<file path="src/rtl/pipe_stage_skid.sv">
// Pipeline stage register with valid/ready handshake and a 2-entry skid buffer.
// Optional performance counters (stall_cnt, flush_cnt) exist only when PIPE_STAGE_PERF_EN is defined.
module pipe_stage_skid #(
  parameter int unsigned      WIDTH     = 32,
  parameter logic [WIDTH-1:0] RESET_VAL = '0
`ifdef PIPE_STAGE_PERF_EN
  ,
  parameter int unsigned      CNT_W     = 16
`endif
) (
  input  logic             clk,
  input  logic             reset,
  input  logic             flush,
  input  logic             in_valid,
  output logic             in_ready,
  input  logic [WIDTH-1:0] in_data,
  output logic             out_valid,
  input  logic             out_ready,
  output logic [WIDTH-1:0] out_data,
  output logic [1:0]       occupancy
`ifdef PIPE_STAGE_PERF_EN
  ,
  output logic [CNT_W-1:0] stall_cnt,
  output logic [CNT_W-1:0] flush_cnt
`endif
);

  typedef enum logic [1:0] {
    S_EMPTY = 2'd0,
    S_ONE   = 2'd1,
    S_FULL  = 2'd2
  } state_t;

  state_t           r_state;
  state_t           w_state_nxt;
  logic [WIDTH-1:0] r_main;
  logic [WIDTH-1:0] r_skid;
  logic [WIDTH-1:0] w_main_nxt;
  logic [WIDTH-1:0] w_skid_nxt;
  logic             r_out_valid;
  logic             r_in_ready;
  logic [1:0]       r_occ;
  logic             w_out_valid_nxt;
  logic             w_in_ready_nxt;
  logic [1:0]       w_occ_nxt;
  logic             w_in_fire;
  logic             w_out_fire;

  assign w_in_fire  = in_valid & r_in_ready;
  assign w_out_fire = r_out_valid & out_ready;

  // State, payload and the registered handshake flags.
  always_ff @(posedge clk) begin
    if (reset) begin
      r_state     <= S_EMPTY;
      r_main      <= RESET_VAL;
      r_skid      <= RESET_VAL;
      r_out_valid <= 1'b0;
      r_in_ready  <= 1'b1;
      r_occ       <= 2'd0;
    end else begin
      r_state     <= w_state_nxt;
      r_main      <= w_main_nxt;
      r_skid      <= w_skid_nxt;
      r_out_valid <= w_out_valid_nxt;
      r_in_ready  <= w_in_ready_nxt;
      r_occ       <= w_occ_nxt;
    end
  end

  // Next state; flush overrides any handshake in the same cycle.
  always_comb begin
    w_state_nxt = r_state;
    w_main_nxt  = r_main;
    w_skid_nxt  = r_skid;
    if (flush) begin
      w_state_nxt = S_EMPTY;
      w_main_nxt  = RESET_VAL;
    end else begin
      case (r_state)
        S_EMPTY: begin
          if (w_in_fire) begin
            w_main_nxt  = in_data;
            w_state_nxt = S_ONE;
          end
        end
        S_ONE: begin
          if (w_in_fire && w_out_fire) begin
            w_main_nxt = in_data;
          end else if (w_in_fire) begin
            w_skid_nxt  = in_data;
            w_state_nxt = S_FULL;
          end else if (w_out_fire) begin
            w_state_nxt = S_EMPTY;
          end
        end
        S_FULL: begin
          if (w_out_fire) begin
            w_main_nxt  = r_skid;
            w_state_nxt = S_ONE;
          end
        end
        default: w_state_nxt = S_EMPTY;
      endcase
    end
    w_out_valid_nxt = (w_state_nxt != S_EMPTY);
    w_in_ready_nxt  = (w_state_nxt != S_FULL);
    case (w_state_nxt)
      S_ONE:   w_occ_nxt = 2'd1;
      S_FULL:  w_occ_nxt = 2'd2;
      default: w_occ_nxt = 2'd0;
    endcase
  end

  assign in_ready  = r_in_ready;
  assign out_valid = r_out_valid;
  assign out_data  = r_main;
  assign occupancy = r_occ;

`ifdef PIPE_STAGE_PERF_EN
  localparam int unsigned  SUM_W   = CNT_W + 1;
  localparam logic [CNT_W-1:0] CNT_MAX = '1;

  logic [CNT_W-1:0] r_stall_cnt;
  logic [CNT_W-1:0] r_flush_cnt;
  logic [SUM_W-1:0] w_flush_sum;

  assign w_flush_sum = SUM_W'(r_flush_cnt) + SUM_W'(r_occ);

  // Saturating counters; only reset clears them.
  always_ff @(posedge clk) begin
    if (reset) begin
      r_stall_cnt <= '0;
      r_flush_cnt <= '0;
    end else begin
      if (r_out_valid && !out_ready && (r_stall_cnt != CNT_MAX)) begin
        r_stall_cnt <= r_stall_cnt + CNT_W'(1);
      end
      if (flush) begin
        r_flush_cnt <= (w_flush_sum > SUM_W'(CNT_MAX)) ? CNT_MAX : CNT_W'(w_flush_sum);
      end
    end
  end

  assign stall_cnt = r_stall_cnt;
  assign flush_cnt = r_flush_cnt;
`endif

endmodule

</file>
<file path="config.mk">
export PLATFORM = sky130hd
export DESIGN_NAME = pipe_stage_skid
export DESIGN_NICKNAME = d
export VERILOG_FILES = /design/src/rtl/pipe_stage_skid.sv
export SDC_FILE = /design/constraint.sdc
export NUM_CORES = 1
export LEC_CHECK = 0
export BUFFER_PORTS_ARGS = -buffer_cell sky130_fd_sc_hd__buf_2
export CAP_MARGIN = 10
export CORE_ASPECT_RATIO = 0.6
export CORE_MARGIN = 2
export CORE_UTILIZATION = 45
export DETAILED_ROUTE_END_ITERATION = 10
export GPL_ROUTABILITY_DRIVEN = 0
export PLACE_DENSITY = 0.79
export SLEW_MARGIN = 20
export SYNTH_ARGS = -nofsm -noshare
export SYNTH_HDL_FRONTEND = slang
export SYNTH_SLANG_ARGS = --single-unit
export TNS_END_PERCENT = 10
</file>
<file path="constraint.sdc">
create_clock -name clk -period 1.75 [get_ports clk]
set_clock_uncertainty 0.1 [all_clocks]
set_input_delay 0 -clock clk [delete_from_list [all_inputs] [get_ports clk]]
set_output_delay 0 -clock clk [all_outputs]
set_load 0.02 [all_outputs]
</file>
# Word level (Yosys, flattened, before mapping)
# Index checks and enable logic that the tools add are counted.
word_totals:
  reg_bits: 70
  in_bits: 37
  output_inout_bits: 36
  word_cells: 37
classes:
  eq_ne: 8
  muxes: 12
  bitwise_logic: 4
  n_reduce_logical: 7
op_table:
  columns: ["operator", "count"]
  rows:
  - ["$mux W32", 3]
  - ["$pmux W32 S3", 1]
  - ["$mux W2", 6]
  - ["$ne A2 B2 Y1 const B", 4]
  - ["$reduce_and A4 Y1", 2]
  - ["$pmux W2 S3", 1]
  - ["$eq A2 B1 Y1 const B", 2]
  - ["$eq A2 B2 Y1 const B", 2]
  - ["$pmux W2 S2", 1]
  - ["$reduce_bool A3 Y1", 1]
  - ["$and A1 B1 Y1", 2]
  - ["$logic_not A2 Y1", 1]
  - ["$not A1 Y1", 2]
  - ["$reduce_bool A2 Y1", 1]
  - ["$reduce_or A2 Y1", 1]
  - ["$logic_and A1 B1 Y1", 1]

# Logic depth before layout (Yosys ltp)
depth:
  word_depth: 8
  ltp_mapped: 6
  mapped_depth_nobuf: 3

# Least setup slack after synthesis
# Ideal clock, no wire load.
synth_path:
  path_kind: "flip-flop to flip-flop"
  from: "reg r_in_ready, in the netlist in_ready"
  to: "reg r_skid[10]"
  setup_time_ns: 0.072
  arrival_time_ns: 1.379
  slack_ns: 0.199
  stages_incl_launch_ff: 7
  path_buffers: 3
  path_cell_list: "dfxtp_1 > and3b_1 > buf_6 > nor3b_2 > buf_6 > buf_12 > mux2i_1"
synth_between:
  elab_chain_len: 4
synth_rtl:
  columns: ["element", "line", "source"]
  rows:
  - ["start: declaration", "41", "logic r_in_ready;"]
  - ["start signal: assignment", "66", "r_in_ready <= w_in_ready_nxt;"]
  - ["$and A1 B1 Y1 (*)", "49", "assign w_in_fire = in_valid & r_in_ready;"]
  - ["$logic_and A1 B1 Y1", "88", "if (w_in_fire && w_out_fire) begin"]
  - ["$not A1 Y1 (no source line)", null, null]
  - ["$reduce_and A4 Y1 (no source line) (*)", null, null]
  - ["end signal: assignment", "64", "r_skid <= w_skid_nxt;"]
  - ["end: declaration", "37", "logic [WIDTH-1:0] r_skid;"]
# Every way passes the cells marked *; elsewhere a longest branch is shown, timed or not.
# A chain may end at the register's enable or synchronous reset.

# Final worst setup path
layout_path:
  from: "reg r_state[0]"
  to: "reg r_skid[18]"
layout_between:
  elab_chain_len: 2
layout_rtl:
  columns: ["element", "line", "source"]
  rows:
  - ["start: declaration", "34", "state_t r_state;"]
  - ["start signal: assignment", "62", "r_state <= w_state_nxt;"]
  - ["$eq A2 B1 Y1", "80", "case (r_state)"]
  - ["$reduce_and A4 Y1 (no source line)", null, null]
# No other way between the ends.

==> out/metrics.sh <==
OUTCOME='finished, final reports clean'
CRIT_START_CATEGORY='flip-flop'
VIASPERCELL=5.21
TIMING.MAX_CAP.VIOLATIONS=0
YOSYSSEQAREASHARE_PCT=40.6
FINALSETUPTNS_NS=0
WORSTPATHMAXFANOUT=19
ROUTED_WIRE_PER_STD_CELL_UM=15.9
DIEHEIGHT_UM=71.8
P_LEAK_nW=1.93
TIMING.SLEW.HEADROOM_PCT=70.1
WORSTHOLDSTART='out_ready'
DPL.CELL_COUNT=473
SYNTH_ENABLE_FLOP_CELLS=0
FINALNETCOUNT=451
FINALHOLDVIOLATIONS=0
CTS_BUFFERS=9
TIMING.SETUP.CRITICAL_PATH_CLASS='flip-flop to flip-flop'
IR_DROP_mV=0.445
HOLDWS_NS=0.0192
CTS_MAX_LEVEL=3
FLOORPLAN.INITIALDENSITY_PCT=46.9
FINISH.INSTANCE_AREA_UM2=4490
GRT_FIRST_PASS_WIRELENGTH_UM=13500
FLOORPLAN.DIE_AREA_UM2=8410
FIRST_GLOBAL_VIAS=2773
ANTENNADIODECOUNT=0
TRITONCTS='built'
SYNTH_FP_NETS=352
GRT_ANTENNA_BEFORE_REPAIR=0
SYNTH_CELLS=315
PLACE_HPWL_UM=5340
IO_BUFFER_COUNT=72
ASYNC_FLOP_SHARE_PCT=0
CORE_REGION_AREA_UM2=7360
TIMING.RR.START='r_state[0]'
DETAILEDROUTE.FIRSTITERATIONVIOLATIONS=154
DIE_X_UM=117
CELLPOWERDENSITY_nW_PER_UM2=858
SYNTH_TOP_FLOP_CELL='sky130_fd_sc_hd__dfxtp_1'
RSZ0062_AT_GRT='false'
CTS.REPORTEDPATHS.CLKPINSLEW_NS=0.06
POSTPLACECELLAREA_UM2=3890
GRT_USE_TOTAL_PCT=20.7
DRT-PASS1-ITER-COUNT=4
TIMING.FINAL.MAX_SLEW_VIOLATIONS=0
CLASS_OF_THE_TIGHTEST_HOLD_OR_REMOVAL_CHECK='input port to flip-flop'
SYNTH_WARNINGS=0
CTS_NUM_SINKS=70
YOSYS_REGISTER_BITS=70
ANTENNA_VIOLATING_NETS_POST_ROUTE=0
FMAX_MHz=612
YS_TYPES=25
FLOW.AREA_GROWTH_FROM_SYNTHESIS_PCT=30.3
TOTAL_POWER_W=0.00385
LAYOUT.CELLS.NON_FILLER=521
TIMING.FINAL.SETUP_VIOLATIONS=0
CRITPATHREQUIREDTIME_NS=1.90
FIN_CRIT_SH_PCT=93.4
MAXIMUM_NUMBER_OF_PINS_ON_ONE_NET_BEFORE_GLOBAL_ROUTE_REPAIR=65
SYNTHDOMINANTAREACELLTYPE='sky130_fd_sc_hd__dfxtp_1'
VIAS_POST_DR=2712
BOUNDARYPINS=73
CRIT_START='r_state[0]'
FINALWIRELENGTH_UM=8290
POST_ROUTE_CELLS_DRIVE_ABOVE_1_SHARE_PCT=32.9
ARRIVAL_NS=1.78
CLK-INSERTION-DELAY-LATE_NS=0.32
POST_SYNTH_MAIN_AREA_CONTRIBUTORS='sky130_fd_sc_hd__dfxtp_1 (41%), sky130_fd_sc_hd__mux2i_1 (19%), sky130_fd_sc_hd__nand2b_1 (12%), sky130_fd_sc_hd__a211oi_2 (11%), sky130_fd_sc_hd__a211oi_1 (7.4%)'
TOTAL_CONGESTION_OVERFLOW=0
WORST_SLEW_PIN_SLEW_NS=0.449
END_KIND='flip-flop'
FF2FF_SETUP_SLACK_NS=0.12
CTS_ROOT_BUF='sky130_fd_sc_hd__clkbuf_16'
PERIOD_MINUS_SLACK_NS=1.63
SYNTHESIS.AREA_PER_INSTANCE_UM2=11.0
DRCVIOLATIONCOUNT=0
YOSYS.AREA.TOP_TYPE_SHARE_PCT=40.6
CLK_PATH_BUF_DEPTH=2
NUM_ROWS=24
CELL_AREA_AFTER_TECHNOLOGY_MAPPING_UM2=3450
## cells in the mapped netlist (2+ instances only)
library cell,number
sky130_fd_sc_hd__dfxtp_1,70
sky130_fd_sc_hd__nand2b_1,65
sky130_fd_sc_hd__mux2i_1,64
sky130_fd_sc_hd__a211oi_1,34
sky130_fd_sc_hd__a211oi_2,30
sky130_fd_sc_hd__clkbuf_1,18
sky130_fd_sc_hd__buf_6,6
sky130_fd_sc_hd__buf_2,5
sky130_fd_sc_hd__and4b_1,3
sky130_fd_sc_hd__buf_12,3
sky130_fd_sc_hd__nand2_1,2
sky130_fd_sc_hd__nor3b_1,2
## metrics by stage
step / setup slack (ns) / utilization [%]
after floorplan: 0.199 / -
after global placement: 0.214 / 52.9
after detailed placement: 0.109 / 52.9
after CTS: 0.111 / 61.1
after global routing: 0.0283 / 61.1
final: 0.115 / 61.1
## kinds of logic after synthesis
family | share of synthesized area, %
and+or+nand+nor | 14.5
AOI/OAI and AO/OA | 19.6
DFF | 40.6
muxes | 18.6
buffers and inverters | 6.71
## flip-flops by register name, indices dropped and copies added (netlist names)
name,flops
r_skid,32
in_ready,1
occupancy,2
r_state,2
out_valid,1
out_data,32
## critical path, cell delays in order, from the launching register on
cell and delay [ns]:
sky130_fd_sc_hd__dfxtp_1 0.41, sky130_fd_sc_hd__a21bo_1 0.30, sky130_fd_sc_hd__nor3b_4 0.30, sky130_fd_sc_hd__buf_12 0.23, sky130_fd_sc_hd__mux2i_1 0.22
## layout make-up
cell class / instances / area (µm²)
Fill cell: 599 / 2860
Multi-Input combinational cell: 211 / 1830
Sequential cell: 70 / 1400
Timing Repair Buffer: 122 / 871
Clock buffer: 10 / 239
Tap cell: 104 / 130
Clock inverter: 4 / 25.0
## timing repair
item                                   CTS  global route
hold buffers                            34             0
endpoints found under the hold margin   61             0
gates resized for setup                  0             0
setup endpoints to repair                0             0
setup buffers                            0             0
## power by group
part / switching [W] / total (W) / leakage [nW] / internal, W
clock network: 0.000637 / 0.00161 / 0.126 / 0.000975
registers: 0.0000312 / 0.00168 / 0.569 / 0.00165
logic: 0.000297 / 0.000563 / 1.24 / 0.000266
## layout by cell type (no fill, tap or decap), types with 2 or more instances in the layout
cell type / synthesis / final
sky130_fd_sc_hd__a211oi_1: 34 / 34
sky130_fd_sc_hd__a211oi_2: 30 / 30
sky130_fd_sc_hd__and4b_1: 3 / 3
sky130_fd_sc_hd__buf_12: 3 / 4
sky130_fd_sc_hd__buf_2: 5 / 72
sky130_fd_sc_hd__buf_4: 1 / 12
sky130_fd_sc_hd__clkbuf_16: 0 / 9
sky130_fd_sc_hd__clkinv_2: 0 / 2
sky130_fd_sc_hd__clkinvlp_4: 0 / 2
sky130_fd_sc_hd__dfxtp_1: 70 / 70
sky130_fd_sc_hd__dlygate4sd3_1: 0 / 34
sky130_fd_sc_hd__mux2i_1: 64 / 64
sky130_fd_sc_hd__nand2_1: 2 / 2
sky130_fd_sc_hd__nand2b_1: 65 / 64
sky130_fd_sc_hd__nor3b_1: 2 / 2
## path summary, 6_finish.rpt
| check | end | depth (start not counted) |
|---|---|---|
| setup reg to reg | r_skid[18] | 4 |
| hold reg to reg | r_skid[30] | 2 |
| hold / removal | r_state[1] | 3 |
| setup / recovery | r_skid[18] | 4 |
## metal layers
metal  GRT usage, %  part of all wire (%)
met1           27.1                    47
met2           33.8                    47
met3           6.43                   5.9
met4           4.71                  0.49
met5              0                     0
Note: power is estimated with default switching activity, not from simulation.
